===== src/rtl/pc_gen.sv =====
// pc_gen: fetch program-counter generator.
// Holds the fetch PC and the saved exception PC, and runs a small
// BOOT/RUN/HALT control FSM. Traps, trap returns and redirects win over
// stall and fetch_ready. Sequential advance happens only in RUN.
module pc_gen #(
    parameter int unsigned     XLEN         = 32,
    parameter logic [XLEN-1:0] RESET_VECTOR = '0,
    parameter int unsigned     INC          = 4
) (
    input  logic            clk,
    input  logic            reset,
    input  logic            stall,
    input  logic            fetch_ready,
    output logic            fetch_valid,
    output logic [XLEN-1:0] pc,
    output logic [XLEN-1:0] pc_plus,
    input  logic            redirect_en,
    input  logic [XLEN-1:0] redirect_pc,
    input  logic            trap_en,
    input  logic [XLEN-1:0] trap_vec,
    input  logic [XLEN-1:0] trap_pc,
    input  logic            mret_en,
    output logic [XLEN-1:0] epc,
    input  logic            halt_req,
    input  logic            resume,
    output logic            halted,
    output logic            misalign_err
);

    localparam int unsigned     ALIGN_BITS = $clog2(INC);
    localparam logic [XLEN-1:0] ALIGN_MASK = XLEN'((64'd1 << ALIGN_BITS) - 64'd1);
    localparam logic [XLEN-1:0] INC_X      = XLEN'(INC);

    typedef enum logic [1:0] {
        BOOT = 2'd0,
        RUN  = 2'd1,
        HALT = 2'd2
    } state_t;

    state_t          state;
    state_t          state_nxt;
    logic [XLEN-1:0] pc_nxt;
    logic [XLEN-1:0] epc_nxt;
    logic            misalign_nxt;

    // Clear the low ALIGN_BITS of a control-flow target.
    function automatic logic [XLEN-1:0] align_addr(input logic [XLEN-1:0] a);
        return a & ~ALIGN_MASK;
    endfunction

    // A target is misaligned when any of its low ALIGN_BITS is set.
    function automatic logic is_misaligned(input logic [XLEN-1:0] a);
        return |(a & ALIGN_MASK);
    endfunction

    // Sequential successor; wraps modulo 2^XLEN by construction.
    assign pc_plus = pc + INC_X;

    // Next PC/EPC/state: trap > mret > redirect > sequential advance.
    always_comb begin
        pc_nxt       = pc;
        epc_nxt      = epc;
        state_nxt    = state;
        misalign_nxt = 1'b0;
        if (trap_en) begin
            pc_nxt       = align_addr(trap_vec);
            epc_nxt      = trap_pc;
            state_nxt    = RUN;
            misalign_nxt = is_misaligned(trap_vec);
        end else begin
            if (mret_en) begin
                pc_nxt = epc;
            end else if (redirect_en) begin
                pc_nxt       = align_addr(redirect_pc);
                misalign_nxt = is_misaligned(redirect_pc);
            end else if ((state == RUN) && fetch_ready && !stall) begin
                pc_nxt = pc_plus;
            end
            // Mode changes are independent of the PC update on the same edge.
            case (state)
                BOOT:    state_nxt = RUN;
                RUN:     state_nxt = halt_req ? HALT : RUN;
                HALT:    state_nxt = resume ? RUN : HALT;
                default: state_nxt = BOOT;
            endcase
        end
    end

    // State, PCs and registered status outputs; reset discards any pending flow change.
    always_ff @(posedge clk or negedge reset) begin
        if (!reset) begin
            state        <= BOOT;
            pc           <= RESET_VECTOR;
            epc          <= '0;
            fetch_valid  <= 1'b0;
            halted       <= 1'b0;
            misalign_err <= 1'b0;
        end else begin
            state        <= state_nxt;
            pc           <= pc_nxt;
            epc          <= epc_nxt;
            fetch_valid  <= (state_nxt == RUN);
            halted       <= (state_nxt == HALT);
            misalign_err <= misalign_nxt;
        end
    end

endmodule


===== config.mk =====
export PLATFORM = sky130hd
export DESIGN_NAME = pc_gen
export DESIGN_NICKNAME = d
export VERILOG_FILES = /design/src/rtl/pc_gen.sv
export SDC_FILE = /design/constraint.sdc
export NUM_CORES = 1
export LEC_CHECK = 0
export BUFFER_PORTS_ARGS = -buffer_cell sky130_fd_sc_hd__buf_2
export CORE_MARGIN = 2
export CORE_UTILIZATION = 40
export DETAILED_ROUTE_END_ITERATION = 10
export GPL_TIMING_DRIVEN = 0
export PLACE_DENSITY = 0.71
export SLEW_MARGIN = 20
export SYNTH_ARGS = -nofsm -noshare
export SYNTH_HDL_FRONTEND = slang
export SYNTH_SLANG_ARGS = --single-unit

===== constraint.sdc =====
create_clock -name clk -period 4.3 [get_ports clk]
set_input_delay 0.43 -clock clk [delete_from_list [all_inputs] [get_ports clk]]
set_output_delay 0.43 -clock clk [all_outputs]
set_load 0.03 [all_outputs]

==> flow_summary_export.csv <==
group,metric,value,unit
synthesis,syn_area,4150,um2
global_route,grt_pass1_vias,4314,
synthesis,synth_top_area_share,41.6,%
synthesis,synth_top_area_cell,"dfrtp_1",
hold_path,hold_class,"input pin to asynchronous set/reset pin",
clock_tree,ctsHoldBuffers,0,
sta,hold_violations,0,
pwr,leakage,2.56,nW
synthesis,synth.distinct_cells,62,
setup_path,critPathLaunchType,"flip-flop",
die,die_width,106,um
routing,routedWlPerCell,20.3,um
clock_tree,clockRootBuffer,"clkbuf_8",
pwr,power.density,364,nW/um2
setup_path,crit_type,"flip-flop to output port",
setup_path,cp_data_required_time,3.87,ns
setup_path,critical_path_buf_inv_count,2,
synthesis,syn_inst,428,
sta,slew_violations,0,
synthesis,avgSynthCellArea,9.69,um2
die,die_area,11200,um2
sta,max_freq,323,MHz
synthesis,synth.area.top_cells,"dfrtp_1, mux2_2, xnor2_1",
routing,drc,0,
synthesis,synth_edf_count,0,
sta,fin_tns_setup,0,ns
clock_tree,cts_buffers,9,
synthesis,ys_ff_latch,69,
pwr,ir_worst_vdd,0.000240,V
place,hpwl,12.4,mm
routing,wirelength,15.9,mm
setup_path,critPathTopFamily,"simple AND/OR/NAND/NOR gates",
global_route,grt_pass1_wl,24.3,mm
setup_path,cp_slowest_cell,"dfrtp_1",
sta,whs,0.00304,ns
sta,min_period,3.09,ns
sta,slew_headroom,52.7,%
clock_tree,tritoncts,"yes",
place,placed_cells,768,
place,place_congestion,0.906,
routing,dr.pass1.iters,5,
setup_path,reg2reg_depth,7,
clock_tree,clk_pin_slew,0.09,ns
setup_path,worstPathCellList,"ha_1, nand4_1, nor4_4, buf_4, nand3_2, xnor2_2, buf_2",
setup_path,max_stage_delay,0.51,ns
clock_tree,clock_latency,0.36,ns
synthesis,yosysMostFrequentCell,"dfrtp_1",
synthesis,ys_dominant_reg_cell,"dfrtp_1",
routing,postRouteAntennaNets,0,
global_route,grt_usage,28.4,%
final_layout,drive_gt1_share,42.4,%
setup_path,path_depth,7,
clock_tree,htree_num_levels,3,
run_status,status,"finished clean",
die,die_height,106,um
final_layout,postLayoutCellArea,5560,um2
place,io_buffer_count,203,
die,core,10200,um2
global_route,antenna_found_initial,2,
die,io_pins,204,
synthesis,synth_fp_nets,534,
sta,skew,0.0155,ns
clock_tree,ctsResizeCount,0,
clock_tree,clock_path_buffers,2,
routing,viasPerCell,5.75,
sta,tightest_slew,0.710,ns
final_layout,n_fill_cell,1010,
clock_tree,post_cts_buffers,0,
place,dpl-instance-area,5360,um2
die,num_rows,37,
synthesis,ys_async_sr_fraction,100,%
setup_path,critPathMaxFanout,10,
global_route,grt_max_degree,39,
job,maxCapViolCount,0,
clock_tree,cts.sinks,69,
sta,min_period_over_period,71.9,%
routing,first_iter_violations,409,
synthesis,netlist_top_cells_count,"dfrtp_1, nand2_1, o21ai_0, mux2_2",
sta,rsz0062_at_grt,"false",
die,initial_utilization,40.7,%
global_route,grt.overflow.total,0,
setup_path,arrival,2.66,ns
setup_path,worstSetupEndpointType,"output port",
routing,route.vias.total,4521,
pwr,power,2.03,mW
final_layout,nNetsFinal,749,
synthesis,ys_warn_count,0,
final_layout,area_delta_synth_final,34.1,%
final_layout,layout.cells.non_filler,786,
synthesis,ys_seq_area_share,41.6,%
sta,setup_viol,0,
-- per-stage QoR --
step                utilization, %  worst slack, ns
floorplan                        -             1.70
CTS                           54.6             1.25
global placement              52.4             1.68
detailed placement            52.6             1.64
global route                  54.6             1.13
finish                        54.6             1.21
-- worst paths after layout --
kind / to / slack [ns] / from
setup / recovery: pc_plus[22] / 1.21 / pc[2]
hold / removal: epc[11] / 0.003 / reset
setup reg to reg: pc[24] / 1.89 / pc[2]
hold reg to reg: epc[1] / 0.54 / epc[1]
max in group asynchronous: epc[18] / 3.72 / reset
min in group clk: pc[7] / 0.27 / trap_vec[7]
-- sequential cells by signal (all words and copies together) (netlist names) --
name	count
epc	32
fetch_valid	1
pc	32
state	2
halted	1
misalign_err	1
-- cells by family (layout without fill, tap and decap cells) --
kind of cell | after synthesis | count (layout) | synth area share [%]
compound gates | 115 | 115 | 19.5
xor+xnor | 38 | 38 | 8.21
fa+ha+maj | 1 | 1 | 0.302
buf+inv | 42 | 262 | 4.44
flops | 69 | 69 | 41.6
mux | 35 | 35 | 9.38
other cells | 0 | 2 | 0
simple gates | 128 | 128 | 16.5
-- cell type report --
| type | instances | area (um2) | share of cell area [%] |
|---|---|---|---|
| Multi-Input combinational cell | 317 | 2240 | 40.2 |
| Tap cell | 136 | 170 | 3.06 |
| Clock buffer | 11 | 141 | 2.54 |
| Clock inverter | 5 | 60.1 | 1.08 |
| Antenna cell | 2 | 5.00 | 0.0900 |
| Buffer | 34 | 154 | 2.77 |
| Inverter | 8 | 30.0 | 0.540 |
| Timing Repair Buffer | 204 | 1040 | 18.7 |
| Sequential cell | 69 | 1730 | 31.0 |
-- power by group --
| group | internal [mW] | switching [mW] | leakage, nW |
|---|---|---|---|
| logic | 0.227 | 0.441 | 1.64 |
| registers | 0.716 | 0.0860 | 0.818 |
| clock network | 0.285 | 0.270 | 0.0995 |
-- routing by layer --
metal | up-vias | share of wire, % | track usage (%) | wire length, um
met3 | 41 | 8.8 | 5.44 | 1400
met1 | 2188 | 41 | 37.8 | 6460
li1 | 2025 | - | - | -
met5 | - | 0 | 0 | 0
met2 | 267 | 48 | 45.9 | 7580
met4 | 0 | 3.1 | 10.5 | 487
-- cell usage in the layout (no fill, tap or decap), types with 8 or more instances in the layout --
master and count:
a221o_1 10, nor2_1 22, a21oi_1 12, nand3_1 17, inv_1 8, buf_2 210, o21ai_0 33, nand4_1 14
nand2_1 40, a22oi_1 11, clkbuf_8 10, xor2_1 15, mux2_2 31, clkbuf_1 15, xnor2_1 22, dfrtp_1 69
-- worst register-to-register path, delay by kind of cell (launching register included) --
kind	cells	cell delay [ns]
and+or+nand+nor	3	0.73
DFF	1	0.51
adders and majority gates	1	0.34
AOI/OAI and AO/OA	1	0.32
buffers and inverters	1	0.24
xor gates and xnor gates	1	0.16
Note: power is estimated with default switching activity, not from simulation.
